[src/rtl/mem_arbiter_if.sv]
// Bus bundle between the two requesters, the arbiter and data memory.
// slave = arbiter side, master = core/memory environment side.
interface mem_arbiter_if;
    logic        if_req;
    logic [31:0] if_addr;
    logic        if_ack;
    logic [31:0] if_rdata;

    logic        d_req;
    logic        d_we;
    logic [31:0] d_addr;
    logic [31:0] d_wdata;
    logic [1:0]  d_nbyte;
    logic        d_unsigned;
    logic        d_ack;
    logic [31:0] d_rdata;

    logic        err;

    logic        mem_req;
    logic        mem_we;
    logic [31:0] mem_addr;
    logic [31:0] mem_wdata;
    logic [1:0]  mem_nbyte;
    logic        mem_unsigned;
    logic        mem_rvalid;
    logic [31:0] mem_rdata;

    modport slave (
        input  if_req, if_addr,
        input  d_req, d_we, d_addr, d_wdata, d_nbyte, d_unsigned,
        input  mem_rvalid, mem_rdata,
        output if_ack, if_rdata, d_ack, d_rdata, err,
        output mem_req, mem_we, mem_addr, mem_wdata, mem_nbyte, mem_unsigned
    );

    modport master (
        output if_req, if_addr,
        output d_req, d_we, d_addr, d_wdata, d_nbyte, d_unsigned,
        output mem_rvalid, mem_rdata,
        input  if_ack, if_rdata, d_ack, d_rdata, err,
        input  mem_req, mem_we, mem_addr, mem_wdata, mem_nbyte, mem_unsigned
    );
endinterface

[src/rtl/mem_arbiter.sv]
// Fetch / load-store arbiter for the single data-memory port.
// One transaction in flight, data priority, fetch starvation guard, timeout.
module mem_arbiter #(
    parameter int MAX_STARVE = 3,
    parameter int TIMEOUT    = 16
) (
    input  logic         clk,
    input  logic         rst,
    mem_arbiter_if.slave bus
);

    typedef enum logic [1:0] {
        S_IDLE,
        S_WAIT,
        S_RESP
    } state_t;

    localparam logic [3:0] SC_MAX  = 4'(MAX_STARVE);
    localparam logic [7:0] TC_LAST = 8'(TIMEOUT - 1);

    state_t      r_state, w_state_nxt;
    logic [3:0]  r_starve, w_starve_nxt;
    logic [7:0]  r_tmo, w_tmo_nxt;
    logic        r_owner_d, w_owner_d_nxt;

    logic        r_mem_req, w_mem_req_nxt;
    logic        r_mem_we, w_mem_we_nxt;
    logic [31:0] r_mem_addr, w_mem_addr_nxt;
    logic [31:0] r_mem_wdata, w_mem_wdata_nxt;
    logic [1:0]  r_mem_nbyte, w_mem_nbyte_nxt;
    logic        r_mem_uns, w_mem_uns_nxt;

    logic        r_if_ack, w_if_ack_nxt;
    logic        r_d_ack, w_d_ack_nxt;
    logic        r_err, w_err_nxt;
    logic [31:0] r_if_rdata, w_if_rdata_nxt;
    logic [31:0] r_d_rdata, w_d_rdata_nxt;

    logic        w_starved;
    logic        w_grant_d;
    logic        w_grant_if;

    assign w_starved  = bus.if_req && (r_starve == SC_MAX);
    assign w_grant_d  = bus.d_req && !w_starved;
    assign w_grant_if = bus.if_req && !w_grant_d;

    // Next-state and next-register values; everything holds unless changed.
    always_comb begin
        w_state_nxt     = r_state;
        w_starve_nxt    = r_starve;
        w_tmo_nxt       = r_tmo;
        w_owner_d_nxt   = r_owner_d;
        w_mem_req_nxt   = 1'b0;
        w_mem_we_nxt    = r_mem_we;
        w_mem_addr_nxt  = r_mem_addr;
        w_mem_wdata_nxt = r_mem_wdata;
        w_mem_nbyte_nxt = r_mem_nbyte;
        w_mem_uns_nxt   = r_mem_uns;
        w_if_ack_nxt    = 1'b0;
        w_d_ack_nxt     = 1'b0;
        w_err_nxt       = 1'b0;
        w_if_rdata_nxt  = r_if_rdata;
        w_d_rdata_nxt   = r_d_rdata;

        unique case (r_state)
            S_IDLE: begin
                if (w_grant_d) begin
                    w_owner_d_nxt   = 1'b1;
                    w_mem_we_nxt    = bus.d_we;
                    w_mem_addr_nxt  = bus.d_addr;
                    w_mem_wdata_nxt = bus.d_wdata;
                    w_mem_nbyte_nxt = bus.d_nbyte;
                    w_mem_uns_nxt   = bus.d_unsigned;
                    w_mem_req_nxt   = 1'b1;
                    w_tmo_nxt       = '0;
                    w_state_nxt     = S_WAIT;
                    if (bus.if_req && r_starve != SC_MAX)
                        w_starve_nxt = r_starve + 4'd1;
                end else if (w_grant_if) begin
                    w_owner_d_nxt   = 1'b0;
                    w_mem_we_nxt    = 1'b0;
                    w_mem_addr_nxt  = bus.if_addr;
                    w_mem_nbyte_nxt = 2'b10;
                    w_mem_uns_nxt   = 1'b0;
                    w_mem_req_nxt   = 1'b1;
                    w_tmo_nxt       = '0;
                    w_starve_nxt    = '0;
                    w_state_nxt     = S_WAIT;
                end
            end
            S_WAIT: begin
                if (bus.mem_rvalid) begin
                    if (r_owner_d) begin
                        w_d_rdata_nxt = bus.mem_rdata;
                        w_d_ack_nxt   = 1'b1;
                    end else begin
                        w_if_rdata_nxt = bus.mem_rdata;
                        w_if_ack_nxt   = 1'b1;
                    end
                    w_state_nxt = S_RESP;
                end else if (r_tmo == TC_LAST) begin
                    if (r_owner_d) begin
                        w_d_rdata_nxt = '0;
                        w_d_ack_nxt   = 1'b1;
                    end else begin
                        w_if_rdata_nxt = '0;
                        w_if_ack_nxt   = 1'b1;
                    end
                    w_err_nxt   = 1'b1;
                    w_state_nxt = S_RESP;
                end else begin
                    w_tmo_nxt = r_tmo + 8'd1;
                end
            end
            S_RESP: begin
                w_state_nxt = S_IDLE;
            end
            default: begin
                w_state_nxt = S_IDLE;
            end
        endcase
    end

    // State and output registers; reset drops any in-flight response.
    always_ff @(posedge clk or posedge rst) begin
        if (rst) begin
            r_state     <= S_IDLE;
            r_starve    <= '0;
            r_tmo       <= '0;
            r_owner_d   <= 1'b0;
            r_mem_req   <= 1'b0;
            r_mem_we    <= 1'b0;
            r_mem_addr  <= '0;
            r_mem_wdata <= '0;
            r_mem_nbyte <= '0;
            r_mem_uns   <= 1'b0;
            r_if_ack    <= 1'b0;
            r_d_ack     <= 1'b0;
            r_err       <= 1'b0;
            r_if_rdata  <= '0;
            r_d_rdata   <= '0;
        end else begin
            r_state     <= w_state_nxt;
            r_starve    <= w_starve_nxt;
            r_tmo       <= w_tmo_nxt;
            r_owner_d   <= w_owner_d_nxt;
            r_mem_req   <= w_mem_req_nxt;
            r_mem_we    <= w_mem_we_nxt;
            r_mem_addr  <= w_mem_addr_nxt;
            r_mem_wdata <= w_mem_wdata_nxt;
            r_mem_nbyte <= w_mem_nbyte_nxt;
            r_mem_uns   <= w_mem_uns_nxt;
            r_if_ack    <= w_if_ack_nxt;
            r_d_ack     <= w_d_ack_nxt;
            r_err       <= w_err_nxt;
            r_if_rdata  <= w_if_rdata_nxt;
            r_d_rdata   <= w_d_rdata_nxt;
        end
    end

    assign bus.mem_req      = r_mem_req;
    assign bus.mem_we       = r_mem_we;
    assign bus.mem_addr     = r_mem_addr;
    assign bus.mem_wdata    = r_mem_wdata;
    assign bus.mem_nbyte    = r_mem_nbyte;
    assign bus.mem_unsigned = r_mem_uns;
    assign bus.if_ack       = r_if_ack;
    assign bus.d_ack        = r_d_ack;
    assign bus.err          = r_err;
    assign bus.if_rdata     = r_if_rdata;
    assign bus.d_rdata      = r_d_rdata;

endmodule

[src/flat_wrapper.sv]
// flat-port wrapper written by rule: the top's interface ports become plain ports
module mem_arbiter_flat 
#(
    parameter int MAX_STARVE = 3,
    parameter int TIMEOUT    = 16
)
  (clk, rst, bus_if_req, bus_if_addr, bus_d_req, bus_d_we, bus_d_addr, bus_d_wdata, bus_d_nbyte, bus_d_unsigned, bus_mem_rvalid, bus_mem_rdata, bus_if_ack, bus_if_rdata, bus_d_ack, bus_d_rdata, bus_err, bus_mem_req, bus_mem_we, bus_mem_addr, bus_mem_wdata, bus_mem_nbyte, bus_mem_unsigned);
  mem_arbiter_if bus_i ();
  input  logic clk;
  input  logic rst;
  input wire logic [$bits(bus_i.if_req)-1:0] bus_if_req;
  input wire logic [$bits(bus_i.if_addr)-1:0] bus_if_addr;
  input wire logic [$bits(bus_i.d_req)-1:0] bus_d_req;
  input wire logic [$bits(bus_i.d_we)-1:0] bus_d_we;
  input wire logic [$bits(bus_i.d_addr)-1:0] bus_d_addr;
  input wire logic [$bits(bus_i.d_wdata)-1:0] bus_d_wdata;
  input wire logic [$bits(bus_i.d_nbyte)-1:0] bus_d_nbyte;
  input wire logic [$bits(bus_i.d_unsigned)-1:0] bus_d_unsigned;
  input wire logic [$bits(bus_i.mem_rvalid)-1:0] bus_mem_rvalid;
  input wire logic [$bits(bus_i.mem_rdata)-1:0] bus_mem_rdata;
  output wire logic [$bits(bus_i.if_ack)-1:0] bus_if_ack;
  output wire logic [$bits(bus_i.if_rdata)-1:0] bus_if_rdata;
  output wire logic [$bits(bus_i.d_ack)-1:0] bus_d_ack;
  output wire logic [$bits(bus_i.d_rdata)-1:0] bus_d_rdata;
  output wire logic [$bits(bus_i.err)-1:0] bus_err;
  output wire logic [$bits(bus_i.mem_req)-1:0] bus_mem_req;
  output wire logic [$bits(bus_i.mem_we)-1:0] bus_mem_we;
  output wire logic [$bits(bus_i.mem_addr)-1:0] bus_mem_addr;
  output wire logic [$bits(bus_i.mem_wdata)-1:0] bus_mem_wdata;
  output wire logic [$bits(bus_i.mem_nbyte)-1:0] bus_mem_nbyte;
  output wire logic [$bits(bus_i.mem_unsigned)-1:0] bus_mem_unsigned;
  assign bus_i.if_req = bus_if_req;
  assign bus_i.if_addr = bus_if_addr;
  assign bus_i.d_req = bus_d_req;
  assign bus_i.d_we = bus_d_we;
  assign bus_i.d_addr = bus_d_addr;
  assign bus_i.d_wdata = bus_d_wdata;
  assign bus_i.d_nbyte = bus_d_nbyte;
  assign bus_i.d_unsigned = bus_d_unsigned;
  assign bus_i.mem_rvalid = bus_mem_rvalid;
  assign bus_i.mem_rdata = bus_mem_rdata;
  assign bus_if_ack = bus_i.if_ack;
  assign bus_if_rdata = bus_i.if_rdata;
  assign bus_d_ack = bus_i.d_ack;
  assign bus_d_rdata = bus_i.d_rdata;
  assign bus_err = bus_i.err;
  assign bus_mem_req = bus_i.mem_req;
  assign bus_mem_we = bus_i.mem_we;
  assign bus_mem_addr = bus_i.mem_addr;
  assign bus_mem_wdata = bus_i.mem_wdata;
  assign bus_mem_nbyte = bus_i.mem_nbyte;
  assign bus_mem_unsigned = bus_i.mem_unsigned;
  mem_arbiter #(.MAX_STARVE(MAX_STARVE), .TIMEOUT(TIMEOUT)) u_core (.clk(clk), .rst(rst), .bus(bus_i));
endmodule
[config.mk]
export PLATFORM = sky130hd
export DESIGN_NAME = mem_arbiter_flat
export DESIGN_NICKNAME = d
export VERILOG_FILES = /design/src/rtl/mem_arbiter_if.sv /design/src/rtl/mem_arbiter.sv /design/src/flat_wrapper.sv
export SDC_FILE = /design/constraint.sdc
export NUM_CORES = 1
export LEC_CHECK = 0
export ABC_AREA = 1
export BUFFER_PORTS_ARGS = -buffer_cell sky130_fd_sc_hd__buf_2
export CAP_MARGIN = 0
export CORE_UTILIZATION = 25
export CTS_CLUSTER_DIAMETER = 30
export DETAILED_ROUTE_END_ITERATION = 6
export PLACE_DENSITY_LB_ADDON = 0.25
export SLEW_MARGIN = 20
export SYNTH_ARGS = -nofsm -noshare
export SYNTH_HDL_FRONTEND = slang
export SYNTH_SLANG_ARGS = --single-unit
[constraint.sdc]
create_clock -name clk -period 7.95 [get_ports clk]
set_input_delay 1.59 -clock clk [delete_from_list [all_inputs] [get_ports clk]]
set_output_delay 1.59 -clock clk [all_outputs]
set_load 0.05 [all_outputs]
==> results of run 1 <==
[path summary, 6_finish.rpt]
check,start,to,cells past startpoint
setup / recovery,bus_if_req,u_core.bus.mem_nbyte[1],8
hold / removal,u_core.bus.d_rdata[11],u_core.bus.d_rdata[11],2
setup reg to reg,u_core.r_starve[0],u_core.bus.mem_nbyte[1],8
hold reg to reg,u_core.bus.d_rdata[11],u_core.bus.d_rdata[11],2
max in group asynchronous,rst,u_core.bus.d_rdata[10],3
min in group asynchronous,rst,u_core.bus.mem_wdata[10],2
[sequential cells by signal, indices dropped and copies added, names as in the netlist]
signal	count
u_core.bus.mem_unsigned	1
u_core.r_owner_d	1
u_core.r_tmo	8
u_core.bus.mem_nbyte	2
u_core.bus.err	1
u_core.bus.mem_wdata	32
u_core.bus.if_rdata	32
u_core.r_state	2
u_core.bus.d_ack	1
u_core.bus.mem_req	1
u_core.bus.mem_addr	32
u_core.bus.mem_we	1
u_core.r_starve	4
u_core.bus.d_rdata	32
u_core.bus.if_ack	1
[layer usage]
metal  global-route usage (%)  vias to the layer above  share of wire [%]
li1                         -                     3015                  -
met2                    24.96                      221                 48
met5                        0                        -                  0
met4                    3.336                        0               0.76
met1                    18.26                     2786                 43
met3                    4.746                       12                7.7
[critical path, cell delays in order]
cell     delay, ns
buf_2         0.13
nand3_1       0.11
nand2_2       0.05
buf_4         0.31
nor2_4        0.72
inv_2         0.50
nor2_1        0.19
nor2_1        0.05
[through the flow]
step,util (%),total power (uW)
2_1_floorplan,-,3129
3_3_place_gp,31.47,3714
3_5_place_dp,31.47,3730
4_1_cts,33.79,4606
5_1_grt,33.79,4831
6_report,33.80,4536
[final cells by class]
cell class | instances | area (um2)
Clock buffer | 17 | 425.4
Antenna cell | 1 | 2.502
Tap cell | 335 | 419.2
Timing Repair Buffer | 279 | 1414
Multi-Input combinational cell | 548 | 2400
Fill cell | 2774 | 17250
Inverter | 49 | 188.9
Sequential cell | 151 | 3779
Clock inverter | 14 | 178.9
[cells by family (layout without fill, tap and decap cells)]
group,after synthesis,count (layout),share of synthesized area (%)
compound gates,46,46,3.699
buf+inv,97,359,6.908
other cells,0,1,0
xor+xnor,4,4,0.5286
simple gates,496,496,31.48
fa+ha+maj,2,2,0.3774
flops,151,151,57.00
[power by group]
group	internal [uW]	switching, uW
Sequential	1120	188
Combinational	474	1900
Clock	479	377
Total	2080	2460
[cells in the final DEF, fill, tap and decap left out]
cell type  netlist  final
nor2_1          50     50
inv_6            0      7
clkinv_8         0      1
buf_4            2      7
nand3_4          2      2
inv_2            3      3
buf_2           21    272
clkinv_1         1      1
nand2_2          2      2
xor2_1           3      3
nand3_2          1      1
nor2_4           1      1
bufinv_16        0      2
nand2_1        363    363
clkinv_2         0      1
a21oi_1          1      1
nor3_1           2      2
o21ai_4          1      2
inv_8            0      4
nand3_1          9      9
dfrtp_1        151    151
diode_2          0      1
o21ai_0         26     26
xnor2_1          1      1
inv_1           45     44
nand4_1         64     64
clkbuf_16        0     17
nor2_2           2      2
ha_1             2      2
o21ai_1         17     17
==> impl_metrics.csv, run 1 <==
group,metric,value,unit
synthesis,yosysSeqAreaShare,57.00,%
detailed_routing,wire_per_inst,14.18,um
power_and_ir_drop,power_density,515.0,nW/um2
global_route,grt_pass1_vias,5763,
synthesis,syn_nets,935,
power_and_ir_drop,p_leak,0.004974,uW
place,hpwl,12760,um
global_route,grt_pass1_wl,31110,um
detailed_routing,drt_iter0_drc,382,
clocking,hold_buffers,0,
detailed_routing,drc,0,
setup_path,cp_data_required_time,8.26,ns
timing,worstMarginPinSlew,0.9247,ns
clocking,cts_setup_buffers,0,
timing,period_minus_slack,3.410,ns
place,place_congestion,0.7460,
timing,final-hold-violation-count,0,
synthesis,syn_area,6629,um2
clocking,cts_resized,0,
synthesis,synth_edf_count,0,
setup_path,reg2reg_slack,5.20,ns
global_route,grt-ovfl-total,0,
timing,setup_ws,4.540,ns
clocking,clk_pin_slew,0.07,ns
clocking,cts_max_level,4,
place,portBuffers,272,
detailed_routing,antenna_left,0,
global_route,grt_antenna_before_repair,0,
clocking,clock_latency,0.42,ns
timing,timing.fmax,0.2933,GHz
setup_path,critPathMaxFanout,67,
place,postPlaceCellArea,8200,um2
detailed_routing,vias_per_cell,4.329,
synthesis,ys_ff_latch,151,
timing,slew_headroom,38.36,%
clocking,tritoncts,"built",
synthesis,synth_largest_area_cell,"dfrtp_1",
floorplanning,start_util,25.44,%
synthesis,ys.warnings.count,0,
clocking,clockBufferDepth,2,
clocking,clock_sinks,151,
global_route,grt_max_degree,97,
place,placed_cells,1362,
status,status,"finished clean",
clocking,numCtsBuffers,17,
floorplanning,core-area,26060,um2
setup_path,cp.arrival,3.72,ns
final_layout,areaGrowthSynthToFinish,32.86,%
detailed_routing,dr.pass1.iters,4,
synthesis,syn_avg_cell_area,8.328,um2
timing,grt_setup_unrepaired,"no",
floorplanning,die_area,27170,um2
timing,slew_viol_final,0,
min_path,hold_class,"reg2reg",
detailed_routing,route.vias.total,6034,
final_layout,drive_above_1_share,30.62,%
timing,fin_tns_setup,0,ns
timing,hold_ws,0.4672,ns
synthesis,async_flop_share,100.0,%
setup_path,critPathLaunchType,"input port",
setup_path,cp-end-kind,"register",
final_layout,fin_nets,1185,
floorplanning,num_rows,59,
synthesis,synth_flop_cell,"dfrtp_1",
global_route,grt_usage,14.79,%
timing,worst_clock_skew,0.01770,ns
floorplanning,die_h,164.8,um
run,drv_cap,0,
synthesis,synth_top_area_share,57.00,%
synthesis,synth_area_leaders,"dfrtp_1 57%, nand2_1 21%, nand4_1 6.0%",
clocking,cts-root-buf,"clkbuf_16",
synthesis,synthDistinctLibCells,27,
floorplanning,die_w,164.8,um
synthesis,synth_most_common_cell,"nand2_1",
timing,finalCritPeriodShare,42.89,%
timing,setup-violations-final,0,
synthesis,synthCells,796,
setup_path,criticalPathCategory,"in2reg",
synthesis,synth_commonest_cells,"363 x nand2_1, 151 x dfrtp_1, 64 x nand4_1",
place,dp_slack,4.048,ns
detailed_routing,routed_wl,19770,um
floorplanning,pin_count,273,
final_layout,stdcell_area,8807,um2
final_layout,final_cells,1394,
power_and_ir_drop,ir_worst_vdd,0.0002103,V
(Power assumes the default switching activity.)
==> run 2, diff against run 1 <==
--- a/config.mk
+++ b/config.mk
@@ -5,7 +5,7 @@
 export SDC_FILE = /design/constraint.sdc
 export NUM_CORES = 1
 export LEC_CHECK = 0
-export ABC_AREA = 1
+export ABC_AREA = 0
 export BUFFER_PORTS_ARGS = -buffer_cell sky130_fd_sc_hd__buf_2
 export CAP_MARGIN = 0
 export CORE_UTILIZATION = 25
==> constraint.sdc (replaced) <==
create_clock -name clk -period 2.9 [get_ports clk]
set_input_delay 0.58 -clock clk [delete_from_list [all_inputs] [get_ports clk]]
set_output_delay 0.58 -clock clk [all_outputs]
set_load 0.05 [all_outputs]
==> impl_metrics.csv, run 2 <==
group,metric,value,unit
status,status,"finished clean",
timing,slew_viol_final,0,
power_and_ir_drop,ir_worst_vdd,0.0005846,V
setup_path,cp-end-kind,"register",
synthesis,async_flop_share,100.0,%
detailed_routing,drc,0,
place,place_congestion,0.6908,
timing,grt_setup_unrepaired,"no",
global_route,grt_usage,12.64,%
floorplanning,die_w,158.1,um
timing,finalCritPeriodShare,77.70,%
final_layout,fin_nets,895,
clocking,numCtsBuffers,17,
final_layout,layout_common_cells,"272 x buf_2, 150 x dfrtp_1, 78 x nand2_1",
detailed_routing,routed_wl,15670,um
final_layout,drive_above_1_share,46.16,%
floorplanning,die_area,24990,um2
timing,slew_headroom,59.63,%
global_route,grt_max_degree,77,
power_and_ir_drop,p_int,5567,uW
timing,final-hold-violation-count,0,
timing,worst_clock_skew,0.01328,ns
synthesis,ys_ff_latch,151,
detailed_routing,wire_per_inst,14.40,um
clocking,cts_max_level,4,
final_layout,nFillCells,2449,
power_and_ir_drop,p_clk_share,18.1,%
synthesis,synth_most_common_cell,"dfrtp_1",
global_route,grt-ovfl-total,0,
global_route,grt_antenna_before_repair,0,
timing,period_minus_slack,2.253,ns
clocking,cts_resized,0,
synthesis,yosys-mux-area-fraction,11.34,%
synthesis,synth_fa_ha_area_share,0.4109,%
setup_path,cp.arrival,2.59,ns
place,hpwl,10850,um
final_layout,areaGrowthSynthToFinish,37.87,%
clocking,clock_sinks,151,
final_layout,layout_commonest_cell,"buf_2",
timing,worstMarginPinSlew,0.6055,ns
timing,hold_ws,0.08286,ns
detailed_routing,dr.pass1.iters,4,
min_path,hold_class,"in2async",
final_layout,regArea,3780,um2
synthesis,syn_avg_cell_area,12.43,um2
synthesis,synth_top_family_by_area,"compound AO/OA/AOI/OAI gates",
synthesis,syn_nets,629,
global_route,grt_pass1_wl,24470,um
floorplanning,core-area,23680,um2
floorplanning,num_rows,56,
synthesis,synth_edf_count,0,
synthesis,yosysSeqAreaShare,62.05,%
synthesis,synth_area_leaders,"dfrtp_1 62%, mux2_2 5.9%, mux2i_1 5.4%",
setup_path,cp_data_required_time,3.24,ns
place,portBuffers,272,
synthesis,synth-simple-area-share,8.342,%
synthesis,synth_xor_area_share,0,%
synthesis,synth_compound_area_share,15.02,%
floorplanning,start_util,25.71,%
detailed_routing,antenna_left,0,
power_and_ir_drop,combPwrFrac,50.8,%
setup_path,reg2reg_from,"u_core.r_tmo[0]",
clocking,hold_buffers,0,
final_layout,diodes,0,
timing,fin_tns_setup,0,ns
detailed_routing,drt_iter0_drc,216,
timing,timing.fmax,0.4438,GHz
setup_path,criticalPathCategory,"reg2reg",
setup_path,cp-startpoint,"u_core.r_tmo[0]",
floorplanning,pin_count,273,
power_and_ir_drop,p_leak,0.004117,uW
global_route,grt_pass1_vias,4754,
synthesis,synth_commonest_cells,"151 x dfrtp_1, 79 x nand2_1, 41 x o21ai_0",
synthesis,synth_largest_area_cell,"dfrtp_1",
detailed_routing,route.vias.total,4832,
clocking,clock_latency,0.42,ns
synthesis,ys.warnings.count,0,
timing,setup-violations-final,0,
setup_path,critPathLaunchType,"register",
clocking,cts-root-buf,"clkbuf_16",
power_and_ir_drop,seq_power_share,31.1,%
clocking,clockBufferDepth,2,
power_and_ir_drop,power_density,1362,nW/um2
synthesis,synth_top_area_share,62.05,%
floorplanning,die_h,158.1,um
clocking,cts_setup_buffers,0,
final_layout,multi_input_area,2160,um2
power_and_ir_drop,p_sw,5866,uW
synthesis,syn_area,6090,um2
run,drv_cap,0,
detailed_routing,vias_per_cell,4.441,
clocking,tritoncts,"built",
synthesis,synthCells,490,
setup_path,critPathMaxFanout,14,
synthesis,synthDistinctLibCells,36,
clocking,clk_pin_slew,0.07,ns
power_and_ir_drop,swShare,51.31,%
synthesis,synth_flop_cell,"dfrtp_1",
-- run 2: cell count changes in the layout (fill, tap and decap cells not counted), moves of 15 or more --
cell,change
o21ai_1,-17
o2bb2ai_1,+33
mux2i_1,+33
mux2_2,+32
nor2_1,-49
a32o_1,+32
nand2_1,-285
o21ai_0,+15
nand4_1,-64
inv_1,-40
-- run 2: power groups by stage --
stage | Clock (uW) | Sequential, uW | Combinational, uW
after floorplan | 0 | 6720 | 1270
after global placement | 0 | 3580 | 5840
after detailed placement | 0 | 3590 | 5870
after CTS | 2170 | 3570 | 5860
after global routing | 2250 | 3700 | 6120
final | 2070 | 3550 | 5810
-- run 2: worst max-delay path, cell delays in order, from the launching register on --
cell and delay (ns):
dfrtp_1 0.41, ha_1 0.27, and4_4 0.21, a2111o_1 0.58, or4_1 0.56, a21oi_1 0.15
-- run 2: metal layers --
metal	GRT usage, %	share of wire (%)	up-vias
met3	3.723	7.7	12
met1	15.40	44	2309
met5	0	0	-
li1	-	-	2323
met2	20.87	47	188
met4	5.037	1.4	0
-- run 2: cell families after synthesis --
family                     Yosys count
AOI/OAI and AO/OA                  120
adders and majority gates            2
buffers and inverters               41
DFF                                151
muxes                               65
and+or+nand+nor                    111
-- run 2: stage by stage --
step                total power [uW]  instances  instance area [um2]  setup WS, ns  util [%]
floorplan                       7992        490                 6093        0.4170         -
global placement                9412       1056                 7851        0.6931     33.15
detailed placement              9457       1056                 7851        0.6882     33.15
CTS                            11590       1088                 8396        0.6724     35.45
global route                   12070       1088                 8396        0.5639     35.45
finish                         11430       1088                 8396        0.6467     35.45
-- run 2: final cells by class --
type | count | area share [%]
Tap cell | 319 | 4.754
Multi-Input combinational cell | 298 | 25.72
Clock inverter | 14 | 1.371
Inverter | 6 | 0.3130
Clock buffer | 18 | 5.112
Timing Repair Buffer | 282 | 17.70
Sequential cell | 151 | 45.02
-- run 2: path summary, 6_finish.rpt --
path	cells past startpoint	slack, ns	end
worst min-delay path	2	0.08	u_core.bus.d_rdata[4]
worst min register to register	2	0.47	u_core.bus.mem_addr[8]
min in group clk	2	0.38	u_core.bus.mem_nbyte[1]
max in group asynchronous	3	2.14	u_core.r_owner_d
worst max-delay path	5	0.65	u_core.r_tmo[5]
worst max register to register	5	0.65	u_core.r_tmo[5]
==> run 3, diff against run 2 <==
==> constraint.sdc (replaced) <==
create_clock -name clk -period 2 [get_ports clk]
set_input_delay 0.4 -clock clk [delete_from_list [all_inputs] [get_ports clk]]
set_output_delay 0.4 -clock clk [all_outputs]
set_load 0.05 [all_outputs]
==> impl_metrics.csv, run 3 (synthesized netlist as in run 2, its figures left out) <==
group,metric,value,unit
status,status,"finished clean",
setup_path,critPathMaxFanout,4,
final_layout,drive_above_1_share,48.08,%
floorplanning,num_rows,56,
timing,slew_headroom,65.13,%
final_layout,final_cells,1100,
clocking,tritoncts,"built",
timing,fin_tns_setup,0,ns
clocking,numCtsBuffers,17,
place,place_congestion,0.7460,
setup_path,ff2ff_path_depth,5,
place,postPlaceCellArea,7991,um2
final_layout,layout_common_cells,"272 x buf_2, 150 x dfrtp_1, 78 x nand2_1",
detailed_routing,drc,0,
run,drv_cap,0,
floorplanning,core-area,23680,um2
power_and_ir_drop,finalPower,17200,uW
setup_path,r2r-end,"u_core.r_tmo[5]",
global_route,grt-ovfl-total,0,
detailed_routing,routed_wl,15620,um
clocking,cts-root-buf,"clkbuf_16",
clocking,clockBufferDepth,2,
global_route,grt_max_degree,71,
global_route,grt_pass1_wl,24830,um
final_layout,areaGrowthSynthToFinish,42.98,%
timing,worst_clock_skew,0.01098,ns
clocking,clock_latency,0.42,ns
setup_path,cp.arrival,2.29,ns
detailed_routing,route.vias.total,4856,
timing,timing.fmax,0.5132,GHz
place,hpwl,10830,um
final_layout,stdcell_area,8707,um2
timing,grt_setup_unrepaired,"no",
place,portBuffers,272,
power_and_ir_drop,power_density,1975,nW/um2
global_route,grt_usage,12.74,%
power_and_ir_drop,p_leak,0.004262,uW
setup_path,cp-startpoint,"u_core.r_tmo[1]",
place,placed_cells,1063,
detailed_routing,wire_per_inst,14.20,um
floorplanning,pin_count,273,
global_route,grt_pass1_vias,4857,
timing,setup-violations-final,0,
timing,period_minus_slack,1.949,ns
min_path,hold_class,"in2async",
setup_path,critPathLaunchType,"register",
floorplanning,die_w,158.1,um
setup_path,cp_data_required_time,2.34,ns
clocking,clock_sinks,151,
setup_path,criticalPathCategory,"reg2reg",
detailed_routing,antenna_left,0,
setup_path,reg2reg_from,"u_core.r_tmo[1]",
final_layout,fin_nets,906,
clocking,cts_max_level,4,
timing,finalCritPeriodShare,97.43,%
power_and_ir_drop,ir_worst_vdd,0.0007793,V
final_layout,layout_commonest_cell,"buf_2",
timing,worstMarginPinSlew,0.5220,ns
timing,final-hold-violation-count,0,
floorplanning,start_util,25.71,%
detailed_routing,dr.pass1.iters,5,
floorplanning,die_h,158.1,um
setup_path,cp-end-kind,"register",
detailed_routing,vias_per_cell,4.415,
timing,slew_viol_final,0,
setup_path,reg2reg_slack,0.05,ns
detailed_routing,drt_iter0_drc,278,
clocking,hold_buffers,0,
floorplanning,die_area,24990,um2
clocking,clk_pin_slew,0.07,ns
global_route,grt_antenna_before_repair,1,
## run 3: cell count changes in the layout (fill, tap and decap cells not counted), sizes merged
cell	previous run	this run
clkinvlp	4	1
buf	282	292
diode	0	1
clkbuf	18	19
bufinv	0	3
## run 3: report_power, final
part	leakage, uW	internal [uW]	total, uW	switching, uW
Sequential	0.00187	4410	5140	732
Clock	0.000312	2040	3460	1430
Combinational	0.00208	2180	8600	6410
## run 3: cell type report
class | count | area (um2)
Clock inverter | 14 | 206.4
Tap cell | 319 | 399.1
Clock buffer | 18 | 429.2
Sequential cell | 151 | 3780
Fill cell | 2449 | 14980
Inverter | 6 | 26.28
Multi-Input combinational cell | 298 | 2206
Antenna cell | 1 | 2.502
Timing Repair Buffer | 293 | 1658
## run 3: routing by layer
layer	vias up	track usage (%)	share of wire (%)	wire, um
li1	2342	-	-	-
met2	189	20.96	47	7339
met1	2318	15.39	43	6752
met5	-	0	0	0
met4	0	4.167	1.3	202
met3	7	4.599	8.5	1327
## run 3: critical path: stages (launching register included)
cell and delay, ns:
dfrtp_1 0.39, ha_2 0.19, and4_4 0.14, a2111o_1 0.49, or4_4 0.56, a21oi_2 0.12
## run 3: metrics by stage
step	hold WS (ns)	setup WS (ns)	util (%)
2_1_floorplan	0.4606	-0.3030	-
3_3_place_gp	0.4577	0.03516	33.74
3_5_place_dp	0.4676	-0.01021	33.74
4_1_cts	0.02386	0.02211	36.43
5_1_grt	0.04306	0.004195	36.76
6_report	0.02910	0.05143	36.77
## run 3: timing repair
| action | in CTS | in global routing |
|---|---|---|
| gates resized for setup | 0 | 12 |
| gates cloned | 0 | 0 |
| pin swaps | 1 | 8 |
| setup endpoints to repair | 1 | 35 |
| buffers inserted | 0 | 4 |
## run 3: worst max path at each step
stage	to	slack, ns	depth (start not counted)
after global placement	u_core.r_tmo[3]	0.04	6
after global routing	u_core.r_tmo[5]	0.004	5
after floorplan	u_core.bus.d_ack	-0.30	1
final	u_core.r_tmo[5]	0.05	5
after CTS	u_core.r_tmo[3]	0.02	6
after detailed placement	u_core.r_tmo[3]	-0.01	6
